## src/rtl/debug_event_packer_if.sv

```systemverilog
// debug_event_packer_if: event capture inputs and serializer handshake of the debug event packer
interface debug_event_packer_if;
    logic        ev_valid;
    logic [7:0]  ev_tag;
    logic [15:0] ev_payload;
    logic        sender_state;
    logic        data_valid;
    logic [39:0] data;
    modport master (output ev_valid, ev_tag, ev_payload, sender_state, input data_valid, data);
    modport slave (input ev_valid, ev_tag, ev_payload, sender_state, output data_valid, data);
endinterface

```

## src/rtl/debug_event_packer.sv

```systemverilog
// debug_event_packer: timestamps and packs debug events, buffers them and issues them to the serializer
module debug_event_packer #(
    parameter int DEPTH   = 8,
    parameter int TIMEOUT = 1024,
    parameter int GUARD   = 4
) (
    input  logic                     in_clk,
    input  logic                     reset,
    debug_event_packer_if.slave      bus,
    output logic [$clog2(DEPTH):0]   fifo_count,
    output logic [7:0]               drop_count,
    output logic [7:0]               timeout_count
);
    localparam int AW = $clog2(DEPTH);
    localparam int WW = $clog2(TIMEOUT + 1);
    localparam int GW = $clog2(GUARD + 1);
    localparam logic [AW:0]   FULL  = (AW + 1)'(DEPTH);
    localparam logic [WW-1:0] TLAST = WW'(TIMEOUT - 1);
    localparam logic [GW-1:0] GLOAD = GW'(GUARD);
    typedef enum logic [1:0] {IDLE, PULSE, WAIT_BUSY, WAIT_IDLE} state_t;
    state_t        state;
    logic [39:0]   mem [DEPTH];
    logic [AW-1:0] wr_ptr, rd_ptr;
    logic [15:0]   ts;
    logic          ss_m, ss_s;
    logic [WW-1:0] wait_cnt;
    logic [GW-1:0] guard_cnt;
    logic          pop, push;
    assign pop  = state == IDLE && fifo_count != '0 && !ss_s && guard_cnt == '0;
    assign push = bus.ev_valid && (fifo_count != FULL || pop);
    always_ff @(posedge in_clk)
        if (push) mem[wr_ptr] <= {bus.ev_tag, ts, bus.ev_payload};
    always_ff @(posedge in_clk) begin
        if (reset) begin
            state          <= IDLE;
            wr_ptr         <= '0;
            rd_ptr         <= '0;
            ts             <= '0;
            ss_m           <= 1'b0;
            ss_s           <= 1'b0;
            wait_cnt       <= '0;
            guard_cnt      <= '0;
            fifo_count     <= '0;
            drop_count     <= '0;
            timeout_count  <= '0;
            bus.data_valid <= 1'b0;
            bus.data       <= '0;
        end else begin
            ts             <= ts + 16'd1;
            ss_m           <= bus.sender_state;
            ss_s           <= ss_m;
            bus.data_valid <= 1'b0;
            if (push) wr_ptr <= wr_ptr + 1'b1;
            if (bus.ev_valid && !push && drop_count != 8'hFF) drop_count <= drop_count + 8'd1;
            if (push && !pop) fifo_count <= fifo_count + 1'b1;
            else if (pop && !push) fifo_count <= fifo_count - 1'b1;
            case (state)
                IDLE: begin
                    if (guard_cnt != '0) guard_cnt <= guard_cnt - 1'b1;
                    if (pop) begin
                        bus.data       <= mem[rd_ptr];
                        rd_ptr         <= rd_ptr + 1'b1;
                        bus.data_valid <= 1'b1;
                        state          <= PULSE;
                    end
                end
                PULSE: begin
                    wait_cnt <= '0;
                    state    <= WAIT_BUSY;
                end
                WAIT_BUSY: begin
                    // busy acknowledgement wins over a timeout landing in the same cycle
                    if (ss_s) state <= WAIT_IDLE;
                    else if (wait_cnt == TLAST) begin
                        if (timeout_count != 8'hFF) timeout_count <= timeout_count + 8'd1;
                        bus.data_valid <= 1'b1;
                        state          <= PULSE;
                    end else wait_cnt <= wait_cnt + 1'b1;
                end
                default: if (!ss_s) begin
                    guard_cnt <= GLOAD;
                    state     <= IDLE;
                end
            endcase
        end
    end
endmodule
```

## src/flat_wrapper.sv

```systemverilog
// flat-port wrapper written by rule: the top's interface ports become plain ports
module debug_event_packer_flat 
#(
    parameter int DEPTH   = 8,
    parameter int TIMEOUT = 1024,
    parameter int GUARD   = 4
)
  (in_clk, reset, fifo_count, drop_count, timeout_count, bus_ev_valid, bus_ev_tag, bus_ev_payload, bus_sender_state, bus_data_valid, bus_data);
  debug_event_packer_if bus_i ();
  input  logic in_clk;
  input  logic reset;
  output logic [$clog2(DEPTH):0] fifo_count;
  output logic [7:0] drop_count;
  output logic [7:0] timeout_count;
  input wire logic [$bits(bus_i.ev_valid)-1:0] bus_ev_valid;
  input wire logic [$bits(bus_i.ev_tag)-1:0] bus_ev_tag;
  input wire logic [$bits(bus_i.ev_payload)-1:0] bus_ev_payload;
  input wire logic [$bits(bus_i.sender_state)-1:0] bus_sender_state;
  output wire logic [$bits(bus_i.data_valid)-1:0] bus_data_valid;
  output wire logic [$bits(bus_i.data)-1:0] bus_data;
  assign bus_i.ev_valid = bus_ev_valid;
  assign bus_i.ev_tag = bus_ev_tag;
  assign bus_i.ev_payload = bus_ev_payload;
  assign bus_i.sender_state = bus_sender_state;
  assign bus_data_valid = bus_i.data_valid;
  assign bus_data = bus_i.data;
  debug_event_packer #(.DEPTH(DEPTH), .TIMEOUT(TIMEOUT), .GUARD(GUARD)) u_core (.in_clk(in_clk), .reset(reset), .bus(bus_i), .fifo_count(fifo_count), .drop_count(drop_count), .timeout_count(timeout_count));
endmodule
```

## config.mk

```make
export PLATFORM = sky130hd
export DESIGN_NAME = debug_event_packer_flat
export DESIGN_NICKNAME = d
export VERILOG_FILES = /design/src/rtl/debug_event_packer_if.sv /design/src/rtl/debug_event_packer.sv /design/src/flat_wrapper.sv
export SDC_FILE = /design/constraint.sdc
export NUM_CORES = 1
export LEC_CHECK = 0
export CAP_MARGIN = 20
export CORE_ASPECT_RATIO = 1.75
export CORE_MARGIN = 2
export CORE_UTILIZATION = 50
export DETAILED_ROUTE_END_ITERATION = 16
export MAX_ROUTING_LAYER = met4
export PLACE_DENSITY = 0.68
export SETUP_SLACK_MARGIN = 0.5
export SLEW_MARGIN = 25
export SYNTH_ARGS = -nofsm -noshare
export SYNTH_HDL_FRONTEND = slang
export SYNTH_SLANG_ARGS = --single-unit
```

## constraint.sdc

```tcl
create_clock -name in_clk -period 10.2 [get_ports in_clk]
set_input_delay 2.04 -clock in_clk [delete_from_list [all_inputs] [get_ports in_clk]]
set_output_delay 2.04 -clock in_clk [all_outputs]
set_load 0.02 [all_outputs]
```

==> results of run 1 <==
==> layout by cell type (no fill, tap or decap), types with 5 or more instances in the layout <==
master and count:
or4_1 9, dfxtp_1 98, buf_4 13, inv_1 20, edfxtp_1 320, o31ai_1 10
nor3_1 7, nor2b_1 10, clkdlybuf4s50_1 87, nor2_1 80, nand4_1 7, xor2_1 5
nor4_1 8, or3_1 10, nor3_2 5, xnor2_1 12, mux4_2 80, clkbuf_16 41
a21oi_1 26, mux2i_1 42, clkbuf_1 14, a31oi_1 5, ha_1 13, mux2_2 6
a211oi_1 44, nand3_1 20, o21ai_0 9, nand2_1 19
==> through the flow <==
step | cell area (µm²) | setup WS (ps) | hold slack [ps] | cells | utilization
6_report | 19000 | 6170 | 445 | 1488 | 0.589
5_1_grt | 19000 | 5990 | 466 | 1488 | 0.589
4_1_cts | 19000 | 6190 | 449 | 1488 | 0.589
3_5_place_dp | 17700 | 5630 | 440 | 1417 | 0.549
3_3_place_gp | 17700 | 5690 | 440 | 1416 | 0.549
2_1_floorplan | 16400 | 3730 | 414 | 968 | -
==> worst min-delay path by stage <==
stage	endpoint	cells after the start	slack [ps]
finish	u_core.ss_s	1	450
detailed placement	u_core.wait_cnt[10]	2	440
CTS	u_core.wait_cnt[10]	2	450
global placement	u_core.wait_cnt[10]	2	440
global route	u_core.wait_cnt[10]	2	470
floorplan	u_core.ss_s	1	410
==> kinds of logic (layout without fill, tap and decap cells) <==
| kind of cell | Yosys count | after routing | share of synthesized area |
|---|---|---|---|
| buffers and inverters | 72 | 192 | 0.0179 |
| AOI/OAI and AO/OA | 111 | 111 | 0.0466 |
| DFF | 421 | 421 | 0.711 |
| muxes | 128 | 128 | 0.140 |
| adders and majority gates | 14 | 14 | 0.0112 |
| and+or+nand+nor | 205 | 205 | 0.0645 |
| xor gates and xnor gates | 17 | 17 | 0.00910 |
==> layout make-up <==
type | instances | area [µm²]
clock buffer | 59 | 1130
clock inverter | 12 | 128
fill | 2409 | 13300
inverter | 20 | 75.1
multi-input combinational | 475 | 4500
sequential | 421 | 11600
tap | 400 | 500
timing repair buffer | 101 | 996
==> state kept, by name (all words and copies together) (netlist names), 3 cells and up <==
register	flops
u_core.guard_cnt	3
u_core.drop_count	8
u_core.fifo_count	4
u_core.ts	16
u_core.timeout_count	8
u_core.wait_cnt	11
u_core.rd_ptr	3
u_core.wr_ptr	3
u_core.bus.data	40
u_core.mem	320
==> worst register-to-register path, cell delays in order (launching register included) <==
cell      delay [ps]
dfxtp_1          310
inv_1            110
ha_1             290
and4bb_2         320
and2_4           760
inv_1            220
ha_1             260
inv_1            130
ha_1             250
a21o_1           190
a21oi_1          180
mux2i_1          240
mux2_2           340
==> per-layer routing <==
metal	GRT usage	vias up
met2	0.342	180
met4	0.0582	0
met3	0.0254	44
li1	-	4011
met1	0.217	4396
met5	-	-
==> power by group <==
group | switching (W) | internal (W)
logic | 0.000593 | 0.000552
clock network | 0.000608 | 0.000824
registers | 0.000118 | 0.00201
total | 0.00132 | 0.00339
==> results.sh, run 1 <==
export IMPL_track_usage=0.189
export IMPL_coreArea_um2=32200
export IMPL_cpMaxStageDelayCell="clkdlybuf4s50_1"
export IMPL_yosysTopAreaCellShare=0.587
export IMPL_path_clk_slew_ps=60
export IMPL_max_slew_margin=0.391
export IMPL_syn_to_final_growth_pct=15.9
export IMPL_num_rows=87
export IMPL_critPathLaunch="bus_ev_valid"
export IMPL_clock_path_buffers=3
export IMPL_wl_met2_um=17000
export IMPL_drc=1
export IMPL_maxSlewViolCount=0
export IMPL_finalClockSkew_ps=8.95
export IMPL_ir_drop_v=0.000152
export IMPL_diodes=0
export IMPL_grt_pass1_vias=8842
export IMPL_die_area_um2=34200
export IMPL_holdCritStartpoint="u_core.ss_m"
export IMPL_leakage_nw=5.91
export IMPL_viasPerCell=5.80
export IMPL_rrSetupSlack_ps=6510
export IMPL_yosys_top_cells_area="edfxtp_1 (59%), dfxtp_1 (12%), mux4_2 (11%)"
export IMPL_path_class="input port to flip-flop"
export IMPL_synthArstFlopShare=0
export IMPL_m1WireLength_um=12400
export IMPL_start_kind="input port"
export IMPL_gp_congestion=0.757
export IMPL_power_density_nw_per_um2=248
export IMPL_htreeDepth=2
export IMPL_fin_crit_ps=4030
export IMPL_r2r_cells=12
export IMPL_synth_most_common_cell="edfxtp_1"
export IMPL_tightest_slew_ps=914
export IMPL_layout_drive_gt1_share=0.162
export IMPL_r2r_end="u_core.fifo_count[3]"
export IMPL_end_kind="flip-flop"
export IMPL_crit_required_ps=10620
export IMPL_status="finished with violations"
export IMPL_yosys_warnings=0
export IMPL_netlist_instances=968
export IMPL_grt_pass1_wl_um=48600
export IMPL_firstDrtPassIters=11
export IMPL_routedWlPerCell_um=20.9
export IMPL_cpLargestDelayFamily="buffers and inverters"
export IMPL_drt_iter0_drc=591
export IMPL_grt_max_degree=86
export IMPL_cts_tree="built"
export IMPL_cp_num_cells=10
export IMPL_cts_root_buffer="clkbuf_16"
export IMPL_antenna_found_initial=0
export IMPL_wl_met3_um=996
export IMPL_dpl_hpwl_um=17300
export IMPL_critPathArrivalTime_ps=4450
export IMPL_crit_buf_inv=3
export IMPL_synth_top_cells_by_count="edfxtp_1 (320), dfxtp_1 (101), nor2_1 (83)"
export IMPL_crit_fanout=6
export IMPL_path_cells="clkdlybuf4s50_1 > o21ai_2 > inv_1 > ha_1 > inv_1 > ha_1 > a21o_1 > a21oi_1 > mux2i_1 > mux2_2"
export IMPL_numCtsBuffers=39
export IMPL_drtAntennaViolNets=0
export IMPL_setup_tns_ps=0
export IMPL_ys_seq_area_frac=0.711
export IMPL_yosysTopAreaCell="edfxtp_1"
export IMPL_violations="design-rule violations"
export IMPL_rsz0062_at_grt="no"
export IMPL_p_total_w=0.00471
export IMPL_hp_class="flip-flop to flip-flop"
export IMPL_period_share=0.395
export IMPL_synth_area_um2=16400
export IMPL_fp_dieH_um=243
export IMPL_io_buffer_count=88
export IMPL_ioPinCount=89
export IMPL_synth_edff_count=320
export IMPL_die_x_um=141
export IMPL_setup_viol=0
export IMPL_cp_endpoint="u_core.fifo_count[3]"
export IMPL_ctsResizeCount=0
export IMPL_slowest_delay_ps=480
export IMPL_hold_viol_final=0
export IMPL_synthFlopType="edfxtp_1"
export IMPL_start_util=0.508
export IMPL_cts_setup_buffers=0
export IMPL_syn_area_per_cell_um2=16.9
export IMPL_top_layer="met4"
export IMPL_overflow=0
export IMPL_ctsHoldBuffers=0
export IMPL_max_freq_mhz=248
export IMPL_clk_latency_ps=530
export IMPL_synth_seq_cells=421
export IMPL_synth_distinct_cells=57
export IMPL_cts_sinks=421
export IMPL_r2r_start="u_core.state[0]"
export IMPL_drv_cap=0
export IMPL_synthesis_nets=1010
export IMPL_fin_nets=1100
export IMPL_vias=8631
export IMPL_wl_um=31100
Power figures use the tool's default switching activity.
==> run 2: changes to the inputs <==
Clock period 10.2 ns to 4.1 ns, I/O delays scaled along.
==> run 2 against run 1 <==
Compared with the run above:
- the run now ends clean
- die area unchanged
- wire length up 2.3%
- final cell count up 0.40%
- highest routed layer unchanged
- critical endpoint unchanged
- worst setup slack worse by 5400 ps
- non-clock buffer count up 7
- cell area up 0.56%
- global-route usage up 0.76 points
- critical path depth unchanged
- sequential share of layout area down 0.34 points
- critical path type is now flip-flop to flip-flop
==> results.sh, run 2 (synthesis gave the netlist of run 1 again) <==
export IMPL_cts_setup_buffers=0
export IMPL_path_class="flip-flop to flip-flop"
export IMPL_switchingPower_w=0.00327
export IMPL_io_buffer_count=88
export IMPL_viasPerCell=5.83
export IMPL_p_int_w=0.00850
export IMPL_hold_ws_ps=463
export IMPL_ctsResizeCount=0
export IMPL_fillers=2438
export IMPL_fin_nets=1106
export IMPL_cpLargestDelayFamily="simple AND/OR/NAND/NOR gates"
export IMPL_ir_drop_v=0.000435
export IMPL_hp_class="flip-flop to flip-flop"
export IMPL_ioPinCount=89
export IMPL_r2r_start="u_core.fifo_count[0]"
export IMPL_period_share=0.809
export IMPL_placed_area_um2=17800
export IMPL_largest_reg_flops=320
export IMPL_crit_buf_inv=2
export IMPL_overflow=0
export IMPL_die_x_um=141
export IMPL_start_kind="flip-flop"
export IMPL_ctsHoldBuffers=0
export IMPL_firstDrtPassIters=5
export IMPL_tightest_slew_ps=890
export IMPL_diodes=0
export IMPL_holdCritStartpoint="u_core.wait_cnt[10]"
export IMPL_finalClockSkew_ps=13.7
export IMPL_grt_pass1_wl_um=50500
export IMPL_rsz0062_at_grt="no"
export IMPL_crit_fanout=7
export IMPL_top_regs="u_core.mem x320, u_core.bus.data x40, u_core.ts x16"
export IMPL_cpMaxStageDelayCell="or4b_2"
export IMPL_setup_viol=0
export IMPL_num_rows=87
export IMPL_final_cell_mix="edfxtp_1 (320), dfxtp_1 (98), clkdlybuf4s50_1 (87), mux4_2 (80), nor2_1 (80)"
export IMPL_fin_crit_ps=3320
export IMPL_dpl_hpwl_um=19000
export IMPL_p_comb_frac=0.241
export IMPL_drv_cap=0
export IMPL_post_route_cell_area_um2=19100
export IMPL_coreArea_um2=32200
export IMPL_fp_dieH_um=243
export IMPL_routedWlPerCell_um=21.3
export IMPL_slowest_delay_ps=730
export IMPL_drt_iter0_drc=474
export IMPL_start_util=0.508
export IMPL_cts_tree="built"
export IMPL_track_usage=0.197
export IMPL_vias=8716
export IMPL_syn_to_final_growth_pct=16.6
export IMPL_maxSlewViolCount=0
export IMPL_drtAntennaViolNets=0
export IMPL_power_density_nw_per_um2=617
export IMPL_max_freq_mhz=302
export IMPL_largest_register="u_core.mem"
export IMPL_pwr_share_seq=0.453
export IMPL_final_setup_worst_slack_ps=784
export IMPL_dp_slack_ps=763
export IMPL_hold_viol_final=0
export IMPL_final_cell_count_no_fill=1494
export IMPL_clock_path_buffers=3
export IMPL_post_route_util=0.592
export IMPL_leakage_nw=5.96
export IMPL_switching_share=0.278
export IMPL_cts_root_buffer="clkbuf_16"
export IMPL_htreeDepth=2
export IMPL_end_kind="flip-flop"
export IMPL_antenna_found_initial=0
export IMPL_status="finished clean"
export IMPL_crit_required_ps=4520
export IMPL_critPathArrivalTime_ps=3740
export IMPL_grt_pass1_vias=9066
export IMPL_path_clk_slew_ps=60
export IMPL_drc=0
export IMPL_wl_um=31800
export IMPL_grt_max_degree=85
export IMPL_gp_congestion=0.775
export IMPL_numCtsBuffers=38
export IMPL_path_cells="or4b_2 > o21ai_2 > inv_1 > ha_1 > inv_1 > ha_1 > a21o_1 > a21oi_1 > mux2i_1 > mux2_2"
export IMPL_critPathLaunch="u_core.fifo_count[0]"
export IMPL_die_area_um2=34200
export IMPL_p_clk_frac=0.306
export IMPL_max_slew_margin=0.406
export IMPL_final_common_cell="edfxtp_1"
export IMPL_layout_drive_gt1_share=0.170
export IMPL_dp_cells=1424
export IMPL_cts_sinks=421
export IMPL_clk_latency_ps=530
## run 2: changes by cell type in the layout (fill, tap and decap cells not counted), moves of 2 or more
cell      change
buf_12        +3
buf_4         +5
clkbuf_1      -2
clkbuf_8      +4
clkinv_1      -2
clkinv_2      +3
clkinv_4      -2
## run 2: worst min-delay path, delay by kind of cell, from the launching register on
family | cells | cell delay (ps)
simple gates | 1 | 60
compound gates | 1 | 40
flops | 1 | 320
## run 2: path summary, 6_finish.rpt
path	depth (start not counted)	end	slack, ps
worst max-delay path	10	u_core.fifo_count[3]	780
worst min-delay path	2	u_core.wait_cnt[10]	460
worst max register to register	10	u_core.fifo_count[3]	780
worst min register to register	2	u_core.wait_cnt[10]	460
## run 2: routing by layer
layer	wire, µm	up-vias	GRT usage
li1	-	4021	-
met1	12200	4478	0.226
met2	17600	162	0.354
met3	1040	55	0.0244
met4	901	0	0.0691
met5	0	-	-
## run 2: area by class of cell
type | instances | area, µm² | area share
flip-flops and latches | 421 | 11600 | 0.610
repair buffers | 108 | 1070 | 0.0559
inverters | 20 | 75.1 | 0.00394
clock buffers | 61 | 1180 | 0.0619
clock inverters | 9 | 101 | 0.00531
multi-input cells | 475 | 4510 | 0.236
well taps | 400 | 500 | 0.0262
## run 2: through the flow
step                      power [W]  TNS (ps)
final                        0.0118         0
after global routing         0.0123         0
after CTS                    0.0119         0
after detailed placement    0.00833         0
after global placement      0.00828         0
after floorplan             0.00732    -23670
## run 2: power by group through the flow
stage / Sequential, W / Clock, W / Combinational, W
2_1_floorplan: 0.00553 / 0 / 0.00179
3_3_place_gp: 0.00542 / 0 / 0.00286
3_5_place_dp: 0.00544 / 0 / 0.00289
4_1_cts: 0.00535 / 0.00369 / 0.00291
5_1_grt: 0.00540 / 0.00384 / 0.00309
6_report: 0.00534 / 0.00360 / 0.00284
==> run 3: changes to the inputs <==
Clock period 4.1 ns to 3.1 ns, I/O delays scaled along.
==> run 3 against run 2 <==
Compared with the run above:
- non-clock buffer count is 10 higher
- sequential cell count unchanged
- register-to-register slack lost 230 ps
- power is 33% higher
- combinational power grew 41%
- sequential power is 31% higher
- worst setup slack got worse by 230 ps
- highest routed layer unchanged
==> results.sh, run 3 (synthesis gave the netlist of run 1 again) <==
export IMPL_leakage_nw=6.01
export IMPL_end_kind="flip-flop"
export IMPL_io_buffer_count=88
export IMPL_setup_tns_ps=0
export IMPL_clk_latency_ps=540
export IMPL_vias=8756
export IMPL_status="finished clean"
export IMPL_p_comb_frac=0.256
export IMPL_antenna_found_initial=0
export IMPL_track_usage=0.195
export IMPL_largest_reg_flops=320
export IMPL_p_int_w=0.0112
export IMPL_path_class="flip-flop to flip-flop"
export IMPL_cts_sinks=421
export IMPL_switchingPower_w=0.00443
export IMPL_num_rows=87
export IMPL_layout_drive_gt1_share=0.188
export IMPL_pwr_share_seq=0.448
export IMPL_grt_pass1_vias=8958
export IMPL_drt_iter0_drc=451
export IMPL_drtAntennaViolNets=0
export IMPL_largest_register="u_core.mem"
export IMPL_fin_nets=1117
export IMPL_syn_to_final_growth_pct=18.0
export IMPL_finalClockSkew_ps=15.8
export IMPL_switching_share=0.283
export IMPL_final_cell_mix="edfxtp_1 (320), dfxtp_1 (94), clkdlybuf4s50_1 (87), mux4_2 (80), nor2_1 (80)"
export IMPL_grt_pass1_wl_um=50000
export IMPL_firstDrtPassIters=4
export IMPL_p_total_w=0.0157
export IMPL_final_setup_worst_slack_ps=556
export IMPL_grt_max_degree=85
export IMPL_start_util=0.508
export IMPL_ctsHoldBuffers=0
export IMPL_wl_um=31800
export IMPL_power_density_nw_per_um2=812
export IMPL_fillers=2420
export IMPL_rsz0062_at_grt="yes"
export IMPL_die_x_um=141
export IMPL_hold_viol_final=0
export IMPL_clock_path_buffers=3
export IMPL_critPathArrivalTime_ps=2970
export IMPL_cts_tree="built"
export IMPL_setup_viol=0
export IMPL_ioPinCount=89
export IMPL_maxSlewViolCount=0
export IMPL_path_clk_slew_ps=60
export IMPL_routedWlPerCell_um=21.1
export IMPL_fin_crit_ps=2540
export IMPL_fp_dieH_um=243
export IMPL_tightest_slew_ps=895
export IMPL_cts_root_buffer="clkbuf_16"
export IMPL_ir_drop_v=0.000557
export IMPL_viasPerCell=5.81
export IMPL_die_area_um2=34200
export IMPL_gp_congestion=0.793
export IMPL_final_common_cell="edfxtp_1"
export IMPL_htreeDepth=2
export IMPL_top_regs="u_core.mem x320, u_core.bus.data x40, u_core.ts x16"
export IMPL_drv_cap=0
export IMPL_diodes=0
export IMPL_p_clk_frac=0.296
export IMPL_dp_slack_ps=235
export IMPL_hp_class="flip-flop to flip-flop"
export IMPL_crit_fanout=5
export IMPL_max_slew_margin=0.404
export IMPL_drc=0
export IMPL_dpl_hpwl_um=17700
export IMPL_max_freq_mhz=393
export IMPL_period_share=0.821
export IMPL_overflow=0
export IMPL_numCtsBuffers=39
export IMPL_crit_required_ps=3520
export IMPL_start_kind="flip-flop"
export IMPL_coreArea_um2=32200
-- run 3: cell count changes in the layout (fill, tap and decap cells not counted), sizes merged --
cell	change
inv	+4
clkinv	+7
clkbuf	-10
buf	+10
bufinv	+1
-- run 3: power groups by stage --
| stage | clock, W | combinational [W] | sequential, W |
|---|---|---|---|
| 2_1_floorplan | 0 | 0.00239 | 0.00732 |
| 3_3_place_gp | 0 | 0.00390 | 0.00713 |
| 3_5_place_dp | 0 | 0.00394 | 0.00716 |
| 4_1_cts | 0.00476 | 0.00403 | 0.00704 |
| 5_1_grt | 0.00497 | 0.00436 | 0.00710 |
| 6_report | 0.00464 | 0.00401 | 0.00702 |
-- run 3: area by class of cell --
class | instances | area [µm²] | share of cell area
sequential | 421 | 11600 | 0.604
multi-input combinational | 475 | 4590 | 0.238
timing repair buffer | 118 | 1250 | 0.0650
clock buffer | 51 | 1030 | 0.0534
tap | 400 | 500 | 0.0259
clock inverter | 21 | 196 | 0.0102
inverter | 20 | 80.1 | 0.00415
-- run 3: through the flow --
stage               cell area [µm²]  cells  utilization  hold slack (ps)
floorplan                     16400    968            -              414
finish                        19300   1506        0.599              445
global route                  19300   1506        0.599              463
global placement              18000   1427        0.558              433
CTS                           19200   1501        0.597              447
detailed placement            18000   1427        0.558              438
-- run 3: repair_timing --
item                                    4_1_cts  5_1_grt
gates resized for setup                       9        4
pin swaps                                     2        6
endpoints found under the hold margin         0        0
setup buffers                                 2        5
endpoints found under the setup margin        1        1
-- run 3: per-layer routing --
layer | share of wire | vias to the layer above | global-route usage
met4 | 0.029 | 0 | 0.0691
met5 | 0 | - | -
met3 | 0.033 | 57 | 0.0256
met1 | 0.40 | 4475 | 0.229
met2 | 0.54 | 172 | 0.344
li1 | - | 4052 | -
-- run 3: path summary, 6_finish.rpt --
| kind | slack, ps | depth (start not counted) | endpoint | start |
|---|---|---|---|---|
| setup / recovery | 560 | 10 | u_core.fifo_count[3] | u_core.fifo_count[1] |
| hold / removal | 440 | 2 | u_core.wait_cnt[10] | u_core.wait_cnt[10] |
| setup reg to reg | 560 | 10 | u_core.fifo_count[3] | u_core.fifo_count[1] |
| hold reg to reg | 440 | 2 | u_core.wait_cnt[10] | u_core.wait_cnt[10] |
-- run 3: worst max-delay path: stages, from the launching register on --
cell and delay (ps):
dfxtp_4 360, or4b_4 560, o21ai_4 180, inv_2 70, ha_4 170, inv_4 70, ha_4 190, a21o_1 160
a21oi_2 130, mux2i_1 210, mux2_2 340
